==> src/rtl/sram_access_ctrl.sv <==
// Burst request sequencer in front of the 16-bank SRAM address decoder.
// Issues one registered SRAM beat per cycle and returns read data through a fixed-latency pipeline.
module sram_access_ctrl #(
    parameter int unsigned AW = 18,
    parameter int unsigned DW = 32,
    parameter int unsigned LW = 4
) (
    input  logic          clk,
    input  logic          rst,
    input  logic          req_valid,
    output logic          req_ready,
    input  logic          req_write,
    input  logic [AW-1:0] req_addr,
    input  logic [LW-1:0] req_len,
    input  logic          wr_valid,
    output logic          wr_ready,
    input  logic [DW-1:0] wr_data,
    output logic          rd_valid,
    output logic [DW-1:0] rd_data,
    output logic          rd_last,
    output logic          busy,
    output logic [AW-1:0] A_out,
    output logic          WEN_out,
    output logic          CEN_out,
    output logic [DW-1:0] D_out,
    input  logic [DW-1:0] Q_in
);

    typedef enum logic [1:0] {
        IDLE  = 2'd0,
        RD    = 2'd1,
        WR    = 2'd2,
        DRAIN = 2'd3
    } state_t;

    state_t        state_q, state_d;
    logic [AW-1:0] addr_q, addr_d;
    logic [LW-1:0] len_q, len_d;
    logic [LW-1:0] cnt_q, cnt_d;

    logic [AW-1:0] a_d;
    logic [DW-1:0] d_d;
    logic          cen_d;
    logic          wen_d;

    // Read-beat tracking: stage 0 aligns with CEN_out, stage 1 with Q_in.
    logic          issue_rd, issue_last;
    logic          s0_valid, s0_last;
    logic          s1_valid, s1_last;
    logic          pipe_empty;

    assign pipe_empty = !(s0_valid || s1_valid);
    assign busy       = (state_q != IDLE) || !pipe_empty;

    // Next-state and next SRAM command.
    always_comb begin
        state_d    = state_q;
        addr_d     = addr_q;
        len_d      = len_q;
        cnt_d      = cnt_q;
        a_d        = A_out;
        d_d        = D_out;
        cen_d      = 1'b1;
        wen_d      = 1'b1;
        issue_rd   = 1'b0;
        issue_last = 1'b0;
        req_ready  = 1'b0;
        wr_ready   = 1'b0;

        case (state_q)
            IDLE: begin
                req_ready = pipe_empty;
                if (req_valid && pipe_empty) begin
                    addr_d  = req_addr;
                    len_d   = req_len;
                    cnt_d   = LW'(0);
                    state_d = req_write ? WR : RD;
                end
            end
            RD: begin
                cen_d    = 1'b0;
                a_d      = addr_q;
                addr_d   = AW'(addr_q + AW'(1));
                cnt_d    = LW'(cnt_q + LW'(1));
                issue_rd = 1'b1;
                if (cnt_q == len_q) begin
                    issue_last = 1'b1;
                    state_d    = DRAIN;
                end
            end
            WR: begin
                wr_ready = 1'b1;
                if (wr_valid) begin
                    cen_d  = 1'b0;
                    wen_d  = 1'b0;
                    a_d    = addr_q;
                    d_d    = wr_data;
                    addr_d = AW'(addr_q + AW'(1));
                    cnt_d  = LW'(cnt_q + LW'(1));
                    if (cnt_q == len_q) begin
                        state_d = IDLE;
                    end
                end
            end
            DRAIN: begin
                if (pipe_empty) begin
                    state_d = IDLE;
                end
            end
            default: begin
                state_d = IDLE;
            end
        endcase
    end

    // State, SRAM command registers and read return pipeline.
    always_ff @(posedge clk) begin
        if (rst) begin
            state_q  <= IDLE;
            addr_q   <= '0;
            len_q    <= '0;
            cnt_q    <= '0;
            A_out    <= '0;
            D_out    <= '0;
            CEN_out  <= 1'b1;
            WEN_out  <= 1'b1;
            s0_valid <= 1'b0;
            s0_last  <= 1'b0;
            s1_valid <= 1'b0;
            s1_last  <= 1'b0;
            rd_valid <= 1'b0;
            rd_last  <= 1'b0;
            rd_data  <= '0;
        end else begin
            state_q  <= state_d;
            addr_q   <= addr_d;
            len_q    <= len_d;
            cnt_q    <= cnt_d;
            A_out    <= a_d;
            D_out    <= d_d;
            CEN_out  <= cen_d;
            WEN_out  <= wen_d;
            s0_valid <= issue_rd;
            s0_last  <= issue_last;
            s1_valid <= s0_valid;
            s1_last  <= s0_last;
            rd_valid <= s1_valid;
            rd_last  <= s1_valid && s1_last;
            if (s1_valid) begin
                rd_data <= Q_in;
            end
        end
    end

endmodule
==> config.mk <==
export PLATFORM = sky130hd
export DESIGN_NAME = sram_access_ctrl
export DESIGN_NICKNAME = d
export VERILOG_FILES = /design/src/rtl/sram_access_ctrl.sv
export SDC_FILE = /design/constraint.sdc
export NUM_CORES = 1
export LEC_CHECK = 0
export CAP_MARGIN = 20
export CORE_MARGIN = 2
export CORE_UTILIZATION = 30
export DETAILED_ROUTE_END_ITERATION = 10
export GPL_ROUTABILITY_DRIVEN = 0
export PLACE_DENSITY_LB_ADDON = 0.1
export SYNTH_ARGS = -nofsm -noshare
export SYNTH_HDL_FRONTEND = slang
export SYNTH_SLANG_ARGS = --single-unit
==> constraint.sdc <==
create_clock -name clk -period 2.9 [get_ports clk]
set_clock_uncertainty 0.2 [all_clocks]
set_input_delay 0.58 -clock clk [delete_from_list [all_inputs] [get_ports clk]]
set_output_delay 0.58 -clock clk [all_outputs]
set_load 0.01 [all_outputs]
== Word-level counts from Yosys, hierarchy flattened ==
Cells that the tools add are included.
Word-level totals
  flip-flop bits (word level): 118
  latch bits: 0
  memory bits (writable): 0
  memory bits (read-only): 0
  input bits: 91
  output and inout port bits: 89
  word-level logic and storage cells: 65
  memories kept: 0
Cells by class
  add/subtract/negate cells: 2
  multiply operators: 0
  div/mod/pow operators: 0
  order comparisons: 0
  equality and inequality tests: 9
  shift operators: 0
  multiplexer cells: 21
  bitwise operators: 2
  reduce and logical (&&, ||, !) cells: 16
Operator list (number)
  two-way mux 18 bit: 3
  one-hot mux 18 bit (3 select lines): 1
  one-hot mux 18 bit (2 select lines): 1
  adder 18 x 1 -> 18 bit, second input constant: 1
  two-way mux 2 bit: 6
  one-hot mux 4 bit (3 select lines): 1
  != test 2 bit, second input constant: 5
  two-way mux 4 bit: 2
  one-hot mux 2 bit (4 select lines): 1
  AND reduction 2 bit: 3
  two-way mux 1 bit: 5
  AND reduction 5 bit: 1
  adder 4 x 1 -> 4 bit, second input constant: 1
  equality test 2 bit, second input constant: 2
  equality test 4 bit: 1
  nonzero test 2 bit: 2
  OR reduction 2 bit: 2
  AND reduction 3 bit: 1
  nonzero test 3 bit: 1
  equality test 2 x 1 -> 1 bit, second input constant: 1
  logical AND 1 bit: 2
  zero test 2 bit: 1
  logical OR 1 bit: 2
  NOT 1 bit: 2
  other kinds (2): 2

== Longest topological paths before layout ==
  depth in word-level cells: 5
  mapped depth: 9
  depth with buffers taken out: 6

== Worst setup path before layout ==
Ideal clock, no wire load.
  kind: input to register
  start point: in req_valid
  end point: reg cnt_q[3]
  setup time: 70 ps
  arrival time: 1961 ps
  data required time: 2630 ps
  slack: 669 ps
  stages on the path: 5
  buffers on the path: 1
  cell sequence: or3b_4 a211o_1 buf_2 or4_1 a21oi_1
On the way
  longest elaborated chain between the ends: 3
Ends and longest elaborated chain
  start, declared: RTL line 10  | input logic req_valid,
  logical AND 1 bit: RTL line 73  | if (req_valid && pipe_empty) begin
  != test 2 bit (no source line)
  AND reduction 3 bit (no source line)
  end signal, assigned: RTL line 138  | cnt_q <= cnt_d;
  end, declared: RTL line 39  | logic [LW-1:0] cnt_q, cnt_d;
Every way passes these cells.
A chain may end at the register's enable or synchronous reset.

== Worst setup path in the final report ==
  start point: reg state_q[0]
  end point: out req_ready
On the way
  longest elaborated chain between the ends: 2
Ends and longest elaborated chain
  start, declared: RTL line 36  | state_t state_q, state_d;
  start signal, assigned: RTL line 135  | state_q <= state_d;
  zero test 2 bit: RTL line 70  | case (state_q)
  two-way mux 1 bit: RTL line 70
  end, declared: RTL line 11  | output logic req_ready,
Every way passes these cells.

==> flow_summary.toml <==
[outcome]
status = "complete, no violations"

[placed_design]
io_buffers = 179
dp_hpwl_um = 9500

[timing]
slew-limit-headroom_pct = 49.3
slew_violations = 0
hold_viol_final = 0
grt_setup_unrepaired = "false"
hold_ws_ns = 0.226
setup_tns_ns = 0
fin_crit_sh_pct = 92.2
min_period_ns = 2.67
clock.fmax_mhz = 374
setup_violations = 0
worst_pin_slew_ns = 0.761

[floorplanning]
initial_core_util_pct = 30.6
die_w_um = 131
coreArea_um2 = 15800
die_y_um = 131
placementRows = 46
die_area_um2 = 17200
io_pins = 180

[synthesis]
synth_edf_count = 0
synth_top_area_share_pct = 48.8
synth_cell_type_count = 45
synth_ff_type = "dfxtp_1"
synth_warnings = 0
ys_ff_latch = 118
yosysTopAreaCell = "dfxtp_1"
synthCells = 575
syn-num-nets = 674
syn_area_per_cell_um2 = 8.41
synthArstFlopShare_pct = 0
ys_top_cells_by_area = "dfxtp_1, nand2_1, mux2i_1"
synth_area_um2 = 4840
seq_area_frac_synth_pct = 48.8

[grt]
grtUsageMet1_pct = 21.6
met2_usage_pct = 25.6
grt_pass1_vias = 4488
grt_max_degree = 59
grt-ovfl-total = 0
grt_pass1_wl_um = 22200
grt_usage_pct = 16.5
met3_usage_pct = 5.99
antenna_found_initial = 0
busiest_layer = "met2"

[critical_path]
crit_path_end_kind = "primary output"
slowest_delay_ns = 0.52
crit_type = "reg2out"
arrival_ns = 1.89
worstPathMaxFanout = 5
cp.required_ns = 2.12
start_kind = "register"
path_cells = "inv_1, ha_1, nand2_1, inv_1, clkdlybuf4s50_1"
path_common_cell = "inv_1"
cpMaxStageDelayCell = "clkdlybuf4s50_1"

[clock_network]
cts_setup_buffers = 0
cts_tree = "done"
ctsHoldBuffers = 0
numCtsBuffers = 17
clk_latency_ns = 0.41
clkSinkCount = 118
htree_levels = 4
root_buffer = "clkbuf_16"
clock_path_buffers = 2
cts_resized = 0
clkSlewWorstSetupHoldPaths_ns = 0.05

[job]
maxCapViolations = 0

[pwr]
max-vdd-ir-drop_mv = 0.447
intPower_mw = 4.08
totalPowerFinal_mw = 5.98
combPwrFrac_pct = 28.9
sw_frac_of_total_pct = 31.7
p_clk_share_pct = 35.2
pwr-share-seq_pct = 35.9
leakagePower_nw = 2.57
power_density_nw_per_um2 = 807
switchingPower_mw = 1.90

[drt]
antenna_left = 0
dr.pass1.iters = 5
wl_per_cell_um = 14.5
drc = 0
drtIter0Drc = 212
totalWireLength_um = 14000
viasPerCell = 4.78
vias = 4639

[cells_and_area]
fin_nets = 840
fillers = 1525
area_growth_pct = 53.4
insertedDiodeCount = 0
drive_above_1_share_pct = 5.84

[worst_hold_path]
min_path_type = "reg2reg"
## power by group through the flow
stage / Combinational [mW] / Sequential, mW / Clock (mW)
CTS: 1.75 / 2.14 / 2.17
finish: 1.73 / 2.15 / 2.11
global route: 1.92 / 2.19 / 2.25
global placement: 1.69 / 2.16 / 0
floorplan: 1.01 / 2.13 / 0
detailed placement: 1.74 / 2.17 / 0
## registers in the layout, summed over array words and instances (netlist names)
name and cells:
s1_last 1, WEN_out 1, D_out 32, addr_q 18, CEN_out 1, rd_data 32, s1_valid 1, rd_valid 1
cnt_q 4, s0_last 1, len_q 4, s0_valid 1, state_q 2, rd_last 1, A_out 18
## through the flow
stage	worst slack (ns)	instances	utilization, %	instance area (um^2)
finish	0.226	970	46.9	7420
detailed placement	0.204	938	43.1	6820
floorplan	0.669	575	-	4840
global placement	0.211	938	43.1	6820
CTS	0.210	970	46.9	7420
global route	0.101	970	46.9	7420
## layout make-up
class	count	area, um^2	share of cell area [%]
Clock buffer	23	468	6.31
Tap cell	216	270	3.64
Sequential cell	118	2360	31.9
Multi-Input combinational cell	402	2260	30.5
Inverter	12	45.0	0.607
Timing Repair Buffer	190	1880	25.4
Clock inverter	9	125	1.69
## kinds of logic (layout without fill, tap and decap cells)
group	count (synthesis)	after routing	share of synthesized area, %
adder cells (fa/ha/maj)	8	8	2.07
AO/OA/AOI/OAI	117	117	14.3
multiplexers	38	38	7.87
AND/OR/NAND/NOR	235	235	21.7
buffers and inverters	55	234	4.50
XOR/XNOR	4	4	0.724
flip-flops	118	118	48.8
## cell usage after synthesis (2+ instances only)
cell and number:
dfxtp_1 118, nand2_1 118, a21oi_1 69, nor2_1 50, mux2i_1 38, clkbuf_1 30, o21ai_0 14, inv_1 12
nand3_1 11, nor2b_1 10, buf_1 9, nand4_1 9, ha_1 8, nor4_1 7, nor3_1 5, o32ai_1 5
or3_1 5, a211oi_1 4, and2_1 4, or4_1 4, xnor2_1 4, a211o_1 3, a31oi_1 3, and3_1 3
buf_2 3, o21a_1 3, o2bb2ai_1 3, a2bb2oi_1 2, a311oi_1 2, nand2b_1 2, o31a_1 2, o31ai_1 2
## cell usage in the layout (no fill, tap or decap), drive strengths merged, types with 12 or more instances in the layout
master / synthesis / routed
inv: 12 / 12
dfxtp: 118 / 118
clkdlybuf4s50: 0 / 178
nand2: 118 / 118
nor2: 50 / 50
clkbuf: 30 / 23
buf: 13 / 12
o21ai: 15 / 15
a21oi: 69 / 69
mux2i: 38 / 38
## worst max-delay path: cells and delay by family (launching register included)
kind / cells / cell delay, ns
buf+inv: 3 / 0.72
simple gates: 1 / 0.13
flops: 1 / 0.35
fa+ha+maj: 1 / 0.29
## final timing paths
kind | start | to | slack, ns | cells past startpoint
hold reg to reg | s1_last | rd_last | 0.23 | 1
setup reg to reg | state_q[0] | addr_q[12] | 0.65 | 7
setup / recovery | state_q[0] | req_ready | 0.23 | 5
hold / removal | s1_last | rd_last | 0.23 | 1
## metal layers
metal  share of wire, %  wire length [um]  vias to the layer above
li1                   -                 -                     2305
met1                 46              6520                     2174
met2                 45              6340                      150
met3                7.4              1040                       10
met4                1.0               144                        0
met5                  0                 0                        -
(Power assumes the default switching activity.)
